## src/rtl/usb_rx_pkg.sv

```systemverilog
// Shared types and constants for the USB receive path.
package usb_rx_pkg;

  localparam logic USB_J_LEVEL           = 1'b1;
  localparam int   USB_STUFF_LEN_DEFAULT = 6;

  typedef logic [7:0] rx_word_t;

  typedef enum logic [1:0] {
    BIT_DATA,
    BIT_STUFF,
    BIT_EOP
  } rx_bit_kind_e;

endpackage

```

## src/rtl/usb_rx_deser.sv

```systemverilog
// LSB-first deserialiser: shift register, bit counter and completed-word register.
// Exposes bit_cnt only when USB_NRZI_ALIGN_CHECK_EN is defined.
module usb_rx_deser #(
  parameter int DATA_W = 8
) (
  input  logic              clk,
  input  logic              rst,
  input  logic              clear,
  input  logic              flush,
  input  logic              bit_valid,
  input  logic              bit_data,
`ifdef USB_NRZI_ALIGN_CHECK_EN
  output logic [$clog2(DATA_W)-1:0] bit_cnt,
`endif
  output logic [DATA_W-1:0] data_out,
  output logic              data_valid
);

  localparam int              CW   = $clog2(DATA_W);
  localparam logic [CW-1:0]   LAST = CW'(DATA_W - 1);

  logic [DATA_W-1:0] shreg_reg, shreg_next;
  logic [CW-1:0]     bit_cnt_reg, bit_cnt_next;
  logic [DATA_W-1:0] data_out_reg, data_out_next;
  logic              data_valid_reg, data_valid_next;

  always_comb begin
    shreg_next      = shreg_reg;
    bit_cnt_next    = bit_cnt_reg;
    data_out_next   = data_out_reg;
    data_valid_next = 1'b0;
    if (flush) begin
      shreg_next   = '0;
      bit_cnt_next = '0;
    end else if (bit_valid) begin
      // New bits enter at the MSB so the first bit ends up at the LSB.
      shreg_next = {bit_data, shreg_reg[DATA_W-1:1]};
      if (bit_cnt_reg == LAST) begin
        data_out_next   = shreg_next;
        data_valid_next = 1'b1;
        bit_cnt_next    = '0;
      end else begin
        bit_cnt_next = bit_cnt_reg + 1'b1;
      end
    end
  end

  always_ff @(posedge clk or posedge rst) begin
    if (rst) begin
      shreg_reg      <= '0;
      bit_cnt_reg    <= '0;
      data_out_reg   <= '0;
      data_valid_reg <= 1'b0;
    end else if (clear) begin
      shreg_reg      <= '0;
      bit_cnt_reg    <= '0;
      data_out_reg   <= '0;
      data_valid_reg <= 1'b0;
    end else begin
      shreg_reg      <= shreg_next;
      bit_cnt_reg    <= bit_cnt_next;
      data_out_reg   <= data_out_next;
      data_valid_reg <= data_valid_next;
    end
  end

`ifdef USB_NRZI_ALIGN_CHECK_EN
  assign bit_cnt = bit_cnt_reg;
`endif
  assign data_out   = data_out_reg;
  assign data_valid = data_valid_reg;

endmodule

```

## src/rtl/usb_nrzi_rx_decoder.sv

```systemverilog
// USB receive NRZI decoder with bit unstuffing and word deserialisation.
// Define USB_NRZI_ALIGN_CHECK_EN to flag packet ends that are not word aligned.
module usb_nrzi_rx_decoder
  import usb_rx_pkg::*;
#(
  parameter int   DATA_W     = 8,
  parameter int   STUFF_LEN  = USB_STUFF_LEN_DEFAULT,
  parameter logic IDLE_LEVEL = USB_J_LEVEL
) (
  input  logic              clk,
  input  logic              rst,
  input  logic              dplus_in,
  input  logic              shift_enable,
  input  logic              eop,
  input  logic              clear,
  output logic              d_sent,
  output logic              bit_valid,
  output logic              bit_data,
  output logic [DATA_W-1:0] data_out,
  output logic              data_valid,
  output logic              stuff_err,
  output logic              align_err
);

  localparam int OW = $clog2(STUFF_LEN + 1);

  logic          line_q_reg;
  logic          prev_level_reg, prev_level_next;
  logic [OW-1:0] ones_cnt_reg, ones_cnt_next;
  logic          bit_valid_reg, bit_valid_next;
  logic          bit_data_reg, bit_data_next;
  logic          stuff_err_reg, stuff_err_next;
  logic          flush;
  rx_bit_kind_e  kind;

  assign d_sent = ~(prev_level_reg ^ line_q_reg);

  always_comb begin
    if (eop)
      kind = BIT_EOP;
    else if (ones_cnt_reg == OW'(STUFF_LEN))
      kind = BIT_STUFF;
    else
      kind = BIT_DATA;
  end

  always_comb begin
    prev_level_next = prev_level_reg;
    ones_cnt_next   = ones_cnt_reg;
    bit_valid_next  = 1'b0;
    bit_data_next   = 1'b0;
    stuff_err_next  = 1'b0;
    flush           = 1'b0;
    if (shift_enable) begin
      case (kind)
        BIT_EOP: begin
          prev_level_next = IDLE_LEVEL;
          ones_cnt_next   = '0;
          flush           = 1'b1;
        end
        BIT_STUFF: begin
          // A 1 where a stuff bit belongs means the run was never broken.
          prev_level_next = line_q_reg;
          ones_cnt_next   = '0;
          if (d_sent) begin
            stuff_err_next = 1'b1;
            flush          = 1'b1;
          end
        end
        default: begin
          prev_level_next = line_q_reg;
          ones_cnt_next   = d_sent ? ones_cnt_reg + 1'b1 : '0;
          bit_valid_next  = 1'b1;
          bit_data_next   = d_sent;
        end
      endcase
    end
  end

  always_ff @(posedge clk or posedge rst) begin
    if (rst)
      line_q_reg <= IDLE_LEVEL;
    else
      line_q_reg <= dplus_in;
  end

  always_ff @(posedge clk or posedge rst) begin
    if (rst) begin
      prev_level_reg <= IDLE_LEVEL;
      ones_cnt_reg   <= '0;
      bit_valid_reg  <= 1'b0;
      bit_data_reg   <= 1'b0;
      stuff_err_reg  <= 1'b0;
    end else if (clear) begin
      prev_level_reg <= IDLE_LEVEL;
      ones_cnt_reg   <= '0;
      bit_valid_reg  <= 1'b0;
      bit_data_reg   <= 1'b0;
      stuff_err_reg  <= 1'b0;
    end else begin
      prev_level_reg <= prev_level_next;
      ones_cnt_reg   <= ones_cnt_next;
      bit_valid_reg  <= bit_valid_next;
      bit_data_reg   <= bit_data_next;
      stuff_err_reg  <= stuff_err_next;
    end
  end

`ifdef USB_NRZI_ALIGN_CHECK_EN
  logic [$clog2(DATA_W)-1:0] bit_cnt;
  logic                      align_err_reg, align_err_next;

  assign align_err_next = shift_enable && eop && (bit_cnt != '0);

  always_ff @(posedge clk or posedge rst) begin
    if (rst)
      align_err_reg <= 1'b0;
    else if (clear)
      align_err_reg <= 1'b0;
    else
      align_err_reg <= align_err_next;
  end

  assign align_err = align_err_reg;
`else
  assign align_err = 1'b0;
`endif

  usb_rx_deser #(
    .DATA_W(DATA_W)
  ) u_deser (
    .clk       (clk),
    .rst       (rst),
    .clear     (clear),
    .flush     (flush),
    .bit_valid (bit_valid_next),
    .bit_data  (bit_data_next),
`ifdef USB_NRZI_ALIGN_CHECK_EN
    .bit_cnt   (bit_cnt),
`endif
    .data_out  (data_out),
    .data_valid(data_valid)
  );

  assign bit_valid = bit_valid_reg;
  assign bit_data  = bit_data_reg;
  assign stuff_err = stuff_err_reg;

endmodule

```

## config.mk

```make
export PLATFORM = sky130hd
export DESIGN_NAME = usb_nrzi_rx_decoder
export DESIGN_NICKNAME = d
export VERILOG_FILES = /design/src/rtl/usb_rx_pkg.sv /design/src/rtl/usb_rx_deser.sv /design/src/rtl/usb_nrzi_rx_decoder.sv
export SDC_FILE = /design/constraint.sdc
export NUM_CORES = 1
export LEC_CHECK = 0
export CAP_MARGIN = 20
export CORE_MARGIN = 10
export CORE_UTILIZATION = 40
export CTS_CLUSTER_SIZE = 28
export DETAILED_ROUTE_END_ITERATION = 10
export DONT_BUFFER_PORTS = 1
export HOLD_SLACK_MARGIN = 0.1
export PLACE_DENSITY = 0.64
export SLEW_MARGIN = 10
export SYNTH_ARGS = -nofsm -noshare
export SYNTH_HDL_FRONTEND = slang
export SYNTH_SLANG_ARGS = --single-unit
```

## constraint.sdc

```tcl
create_clock -name clk -period 2.95 [get_ports clk]
set_input_delay 0.1475 -clock clk [delete_from_list [all_inputs] [get_ports clk]]
set_output_delay 0.1475 -clock clk [all_outputs]
set_load 0.02 [all_outputs]
```

# Word-level counts from Yosys, hierarchy flattened
# Cells that the tools add are included.
[totals] regBits=28 latch_bits=0 mem_bits_rw=0 mem_bits_ro=0 input_bits=6 out_inout_bits=14 wordCells=61 mem_count=0
[op_classes] n_addsub=2 multipliers=0 div_mod_pow=0 order_cmp=0 n_eq_ne=5 n_shift=0 n_mux=36 bitwise=2 reduce_logical=6
[ops] operator="$mux 8" count=7
[ops] operator="$mux 3" count=8
[ops] operator="$mux 1" count=19
[ops] operator="$add 3x1->3 const B" count=2
[ops] operator="$eq 3x3->1 const B" count=2
[ops] operator="$reduce_bool 2->1" count=3
[ops] operator="$reduce_and 3->1" count=1
[ops] operator="$reduce_bool 3->1" count=1
[ops] operator="$eq 2x1->1 const B" count=1
[ops] operator="$eq 2x2->1 const B" count=1
[ops] operator="$mux 2" count=1
[ops] operator="$ne 2x2->1 const B" count=1
[ops] operator="$pmux 1 s2" count=1
[ops] operator="$reduce_or 2->1" count=1
[ops] operator="$not 1->1" count=1
[ops] operator="$xor 1x1->1" count=1

# Depth between registers and ports, before layout
[depth] word_depth=11 depth_mapped=8 ltp_nobuf=8

# Modules after synthesis
# A second synthesis with hierarchy kept.
[hier_totals] hier_cells=116 area_unflattened_um2=1323.8
[modules_own_cells] mod="usb_rx_deser" instances=1 cells_per_inst=75 area_each_um2=909.6 seq_area_each_um2=475.5
[modules_own_cells] mod="usb_nrzi_rx_decoder" instances=1 cells_per_inst=41 area_each_um2=414.1 seq_area_each_um2=202.7

# Worst setup path before layout
# Ideal clock, no wire load.
[synth_timing] path_kind="register -> register" start="register line_q_reg" end="register u_deser.bit_cnt_reg[1]" setup_time_ns=0.122 t_arrival_ns=1.415 t_required_ns=2.828 slack_ns=1.414 path_stages_with_launch=4 n_path_buf=0 period_less_slack_ns=1.536 path_cell_list="dfstp_2 xnor2_1 o22ai_2 a32o_1"
[synth_between] elab_chain_cells=6 elab_cells_between_ends=7 classes_between="mux: 5; bitwise: 1; reduce/logical: 1"
[synth_rtl] item="start: declaration" line_no="usb_nrzi_rx_decoder.sv:27" text="logic line_q_reg;"
[synth_rtl] item="start signal: assignment" line_no="usb_nrzi_rx_decoder.sv:84" text="line_q_reg <= dplus_in;"
[synth_rtl] item="$xor 1x1->1 (*)" line_no="usb_nrzi_rx_decoder.sv:36" text="assign d_sent = ~(prev_level_reg ^ line_q_reg);"
[synth_rtl] item="$mux 1 (*)" line_no="usb_nrzi_rx_decoder.sv:65" text="if (d_sent) begin"
[synth_rtl] item="$pmux 1 s2 (*)" line_no="usb_nrzi_rx_decoder.sv:55" text="case (kind)"
[synth_rtl] item="$mux 1 (*)" line_no="usb_nrzi_rx_decoder.sv:54" text="if (shift_enable) begin"
[synth_rtl] item="$mux 3" line_no="usb_rx_deser.sv:32" text="if (flush) begin"
[synth_rtl] item="$mux 3" line_no="usb_rx_deser.sv:54" text="end else if (clear) begin"
[synth_rtl] item="end signal: assignment" line_no="usb_rx_deser.sv:61" text="bit_cnt_reg <= bit_cnt_next;"
[synth_rtl] item="end: declaration" line_no="usb_rx_deser.sv:23" text="logic [CW-1:0] bit_cnt_reg, bit_cnt_next;"
# Mark *: on every way between the ends. The rest lies on a longest branch, timed or not.
# A chain may end at the register's enable or synchronous reset.

# Final worst setup path
[layout_timing] start="register line_q_reg" end="register u_deser.shreg_reg[2]"
[layout_between] elab_chain_cells=6 elab_cells_between_ends=7 classes_between="mux: 5; bitwise: 1; reduce/logical: 1"
[layout_rtl] item="$xor 1x1->1 (*)" line_no="usb_nrzi_rx_decoder.sv:36"
[layout_rtl] item="$mux 1 (*)" line_no="usb_nrzi_rx_decoder.sv:65"
[layout_rtl] item="$pmux 1 s2 (*)" line_no="usb_nrzi_rx_decoder.sv:55"
[layout_rtl] item="$mux 1 (*)" line_no="usb_nrzi_rx_decoder.sv:54"
[layout_rtl] item="$mux 8" line_no="usb_rx_deser.sv:32"
[layout_rtl] item="$mux 8" line_no="usb_rx_deser.sv:54"
[layout_rtl] item="end signal: assignment" line_no="usb_rx_deser.sv:60" text="shreg_reg <= shreg_next;"
[layout_rtl] item="end: declaration" line_no="usb_rx_deser.sv:22" text="logic [DATA_W-1:0] shreg_reg, shreg_next;"
# Marked as above.

==> run_results.csv <==
group,metric,value,unit
worst_setup_path,r2r_end,"u_deser.shreg_reg[2]",
worst_setup_path,critPathMaxFanout,5,
cts,cts.repair.resized,0,
global_routing,grt_pass1_wl,3.939,mm
route,ant_nets,0,
pwr,power.switching,136.3,µW
yosys,synth_cells,101,
pwr,power.internal,446.1,µW
sta,final_max_slew_viol_count,0,
hold_path,hold_depth,2,
sta,fin_tns_setup,0,ns
sta,final.setup.worst_slack,1.196,ns
yosys,synth_area,0.001171,mm²
worst_setup_path,worst_setup_path_end_kind,"register",
hold_path,whs_endpoint,"u_deser.shreg_reg[7]",
yosys,synth-seq-cells,27,
global_routing,grt_usage,9.069,%
yosys,ys_warn_count,0,
place,place_ws,1.211,ns
worst_setup_path,ff2ff_setup_slack,1.20,ns
sta,min_period_over_period,59.44,%
yosys,synth_top_area_share,53.42,%
yosys,postSynthAreaPerCell,11.60,µm²
yosys,synthTopCellsByArea,"dfrtp_1, mux2i_1, dfstp_2, ha_1, nor2_1",
layout,area_growth_syn_to_layout,11.22,%
route,drtIter0Drc,66,
layout,layout-drive-gt1-share,15.60,%
yosys,synthXorXnorAreaFrac,0.7479,%
yosys,synthSimpleGateAreaFrac,16.24,%
yosys,async_flop_share,100.0,%
layout,n_antenna_cell,0,
cts,tritoncts,"done",
cts,clockRootBuffer,"clkbuf_4",
layout,final_util,46.83,%
route,wl_per_cell,16.82,µm
place,portBuffers,0,
worst_setup_path,crit_arrival,1.96,ns
worst_setup_path,criticalPathCategory,"register to register",
layout,multi_input_area,462.9,µm²
cts,clkSinkCount,27,
yosys,synth_flop_cell,"dfrtp_1",
yosys,synth_cell_types,32,
layout,nFillCells,278,
die,core.rowCount,19,
die,start_util,42.11,%
route,via_per_inst,5.379,
pwr,clockPowerShare,26.5,%
die,die_h,74.11,µm
place,place_congestion,0.7557,
hold_path,hold_path_class,"input pin to register",
cts,clk_latency,0.32,ns
die,ios,20,
pwr,peakVddDrop,0.4109,mV
yosys,synth_compound_area_share,10.26,%
global_routing,grt_max_degree,28,
layout,nets,120,
yosys,synth-edff-count,0,
place,place_hpwl,1.671,mm
route,drc,0,
run_status,status,"finished, final reports clean",
pwr,pwr-share-seq,65.3,%
worst_setup_path,rr_startpoint,"line_q_reg",
layout,ff_latch_area,678.2,µm²
route,drt_first_pass_iters,2,
yosys,synth_common_cells,"dfrtp_1, nor2_1, mux2i_1, nand2_1, a21oi_1",
die,fp.coreArea,0.002781,mm²
sta,period_minus_slack,1.754,ns
global_routing,antenna_found_initial,0,
yosys,yosysTopAreaCell,"dfrtp_1",
sta,worstMarginPinSlew,0.8772,ns
cts,htree_levels,1,
pwr,swShare,23.41,%
cts,cts_setup_buffers,0,
pwr,powerDensity,447.2,mW/mm²
pwr,p_comb_share,8.2,%
die,die_w,74.11,µm
sta,rsz0062_at_grt,"false",
yosys,synth_top_family_by_area,"simple AND/OR/NAND/NOR gates",
sta,hold_viol,0,
layout,largest_reg_flops,8,
route,vias,753,
global_routing,grt_overflow,0,
yosys,ys_seq_area_share,57.91,%
die,dieArea,0.005492,mm²
job,cap_violations,0,
yosys,synth_nets,111,
pwr,leakage,0.0006442,µW
worst_setup_path,critPathRequiredTime,3.15,ns
worst_setup_path,rr_worst_depth,4,
sta,timing.fmax,0.5703,GHz
cts,cts.clk_slew.worst_paths,0.14,ns
yosys,synth_most_common_cell,"dfrtp_1",
sta,slew_headroom,41.10,%
yosys,synthAdderAreaFrac,4.274,%
sta,setup-violations-final,0,
sta,clock_skew,0.007334,ns
worst_setup_path,cp-start-kind,"register",
cts,numCtsBuffers,3,
global_routing,grt_pass1_vias,747,
hold_path,hold_start,"clear",
route,routed_wirelength,2.355,mm
yosys,synth_mux_area_share,7.692,%
cts,cts.path.max_buffers,2,
power by group through the flow:
stage	registers, µW	clock network [µW]	logic, µW
finish	380	154	47.8
CTS	380	165	43.6
detailed placement	387	0	33.9
global route	381	182	52.3
floorplan	386	0	30.5
global placement	387	0	32.9
metal layers:
metal / vias up / part of all wire [%] / wire, µm / track usage [%]
li1: 358 / - / - / -
met5: - / 0 / 0 / 0
met1: 378 / 41 / 976 / 10.54
met3: 2 / 6.8 / 160 / 3.856
met2: 15 / 51 / 1206 / 15.25
met4: 0 / 0.51 / 12 / 1.863
timing repair:
item,4_1_cts,5_1_grt
setup endpoints to repair,0,0
hold buffers,5,0
hold endpoints to repair,47,0
stage by stage:
step	power (µW)	cell area, µm²	cells	hold slack, ns
floorplan	416.8	1171	101	0.1520
global placement	420.0	1199	130	0.1521
detailed placement	421.2	1199	130	0.1521
CTS	588.6	1275	139	0.1118
global route	615.2	1303	140	0.1123
finish	582.4	1303	140	0.1258
how the worst max path moves through the flow:
stage	start	to	depth (start not counted)
after floorplan	line_q_reg	u_deser.bit_cnt_reg[1]	3
after global placement	line_q_reg	u_deser.bit_cnt_reg[1]	3
after detailed placement	line_q_reg	u_deser.bit_cnt_reg[1]	3
after CTS	line_q_reg	u_deser.shreg_reg[2]	4
after global routing	line_q_reg	u_deser.bit_cnt_reg[1]	3
final	line_q_reg	u_deser.shreg_reg[2]	4
placed cells by master, fill, tap and decap left out, drive strengths merged:
master / Yosys / final
dfstp: 2 / 2
nor3: 2 / 2
nand3: 5 / 5
clkbuf: 1 / 4
dfrtp: 25 / 25
buf: 1 / 1
a32o: 1 / 1
conb: 1 / 1
xnor2: 1 / 1
dlygate4sd3: 0 / 5
or3: 2 / 2
nand2b: 2 / 2
inv: 5 / 5
nor2: 10 / 10
and2: 1 / 1
mux2i: 9 / 9
o22ai: 2 / 2
o21ai: 3 / 3
a21o: 1 / 1
and2b: 1 / 1
ha: 4 / 4
a21oi: 7 / 7
nand2: 12 / 12
a22o: 3 / 3
worst max-delay path, cell delays in order (launching register included):
cell and delay, ns:
dfstp_2 0.40, xnor2_1 0.70, nand2_1 0.18, o21ai_2 0.27, a21oi_1 0.08
cell type report:
class	count	share of cell area [%]
flip-flops and latches	27	52.07
multi-input cells	67	35.54
repair buffers	6	5.956
well taps	31	2.978
clock buffers	4	2.017
inverters	5	1.441
kinds of logic (layout without fill, tap and decap cells):
group / Yosys count / count (layout)
AND/OR/NAND/NOR: 35 / 35
flip-flops: 27 / 27
AO/OA/AOI/OAI: 17 / 17
multiplexers: 9 / 9
buffers and inverters: 7 / 15
adder cells (fa/ha/maj): 4 / 4
other: 1 / 1
XOR/XNOR: 1 / 1
(Power assumes the default switching activity.)
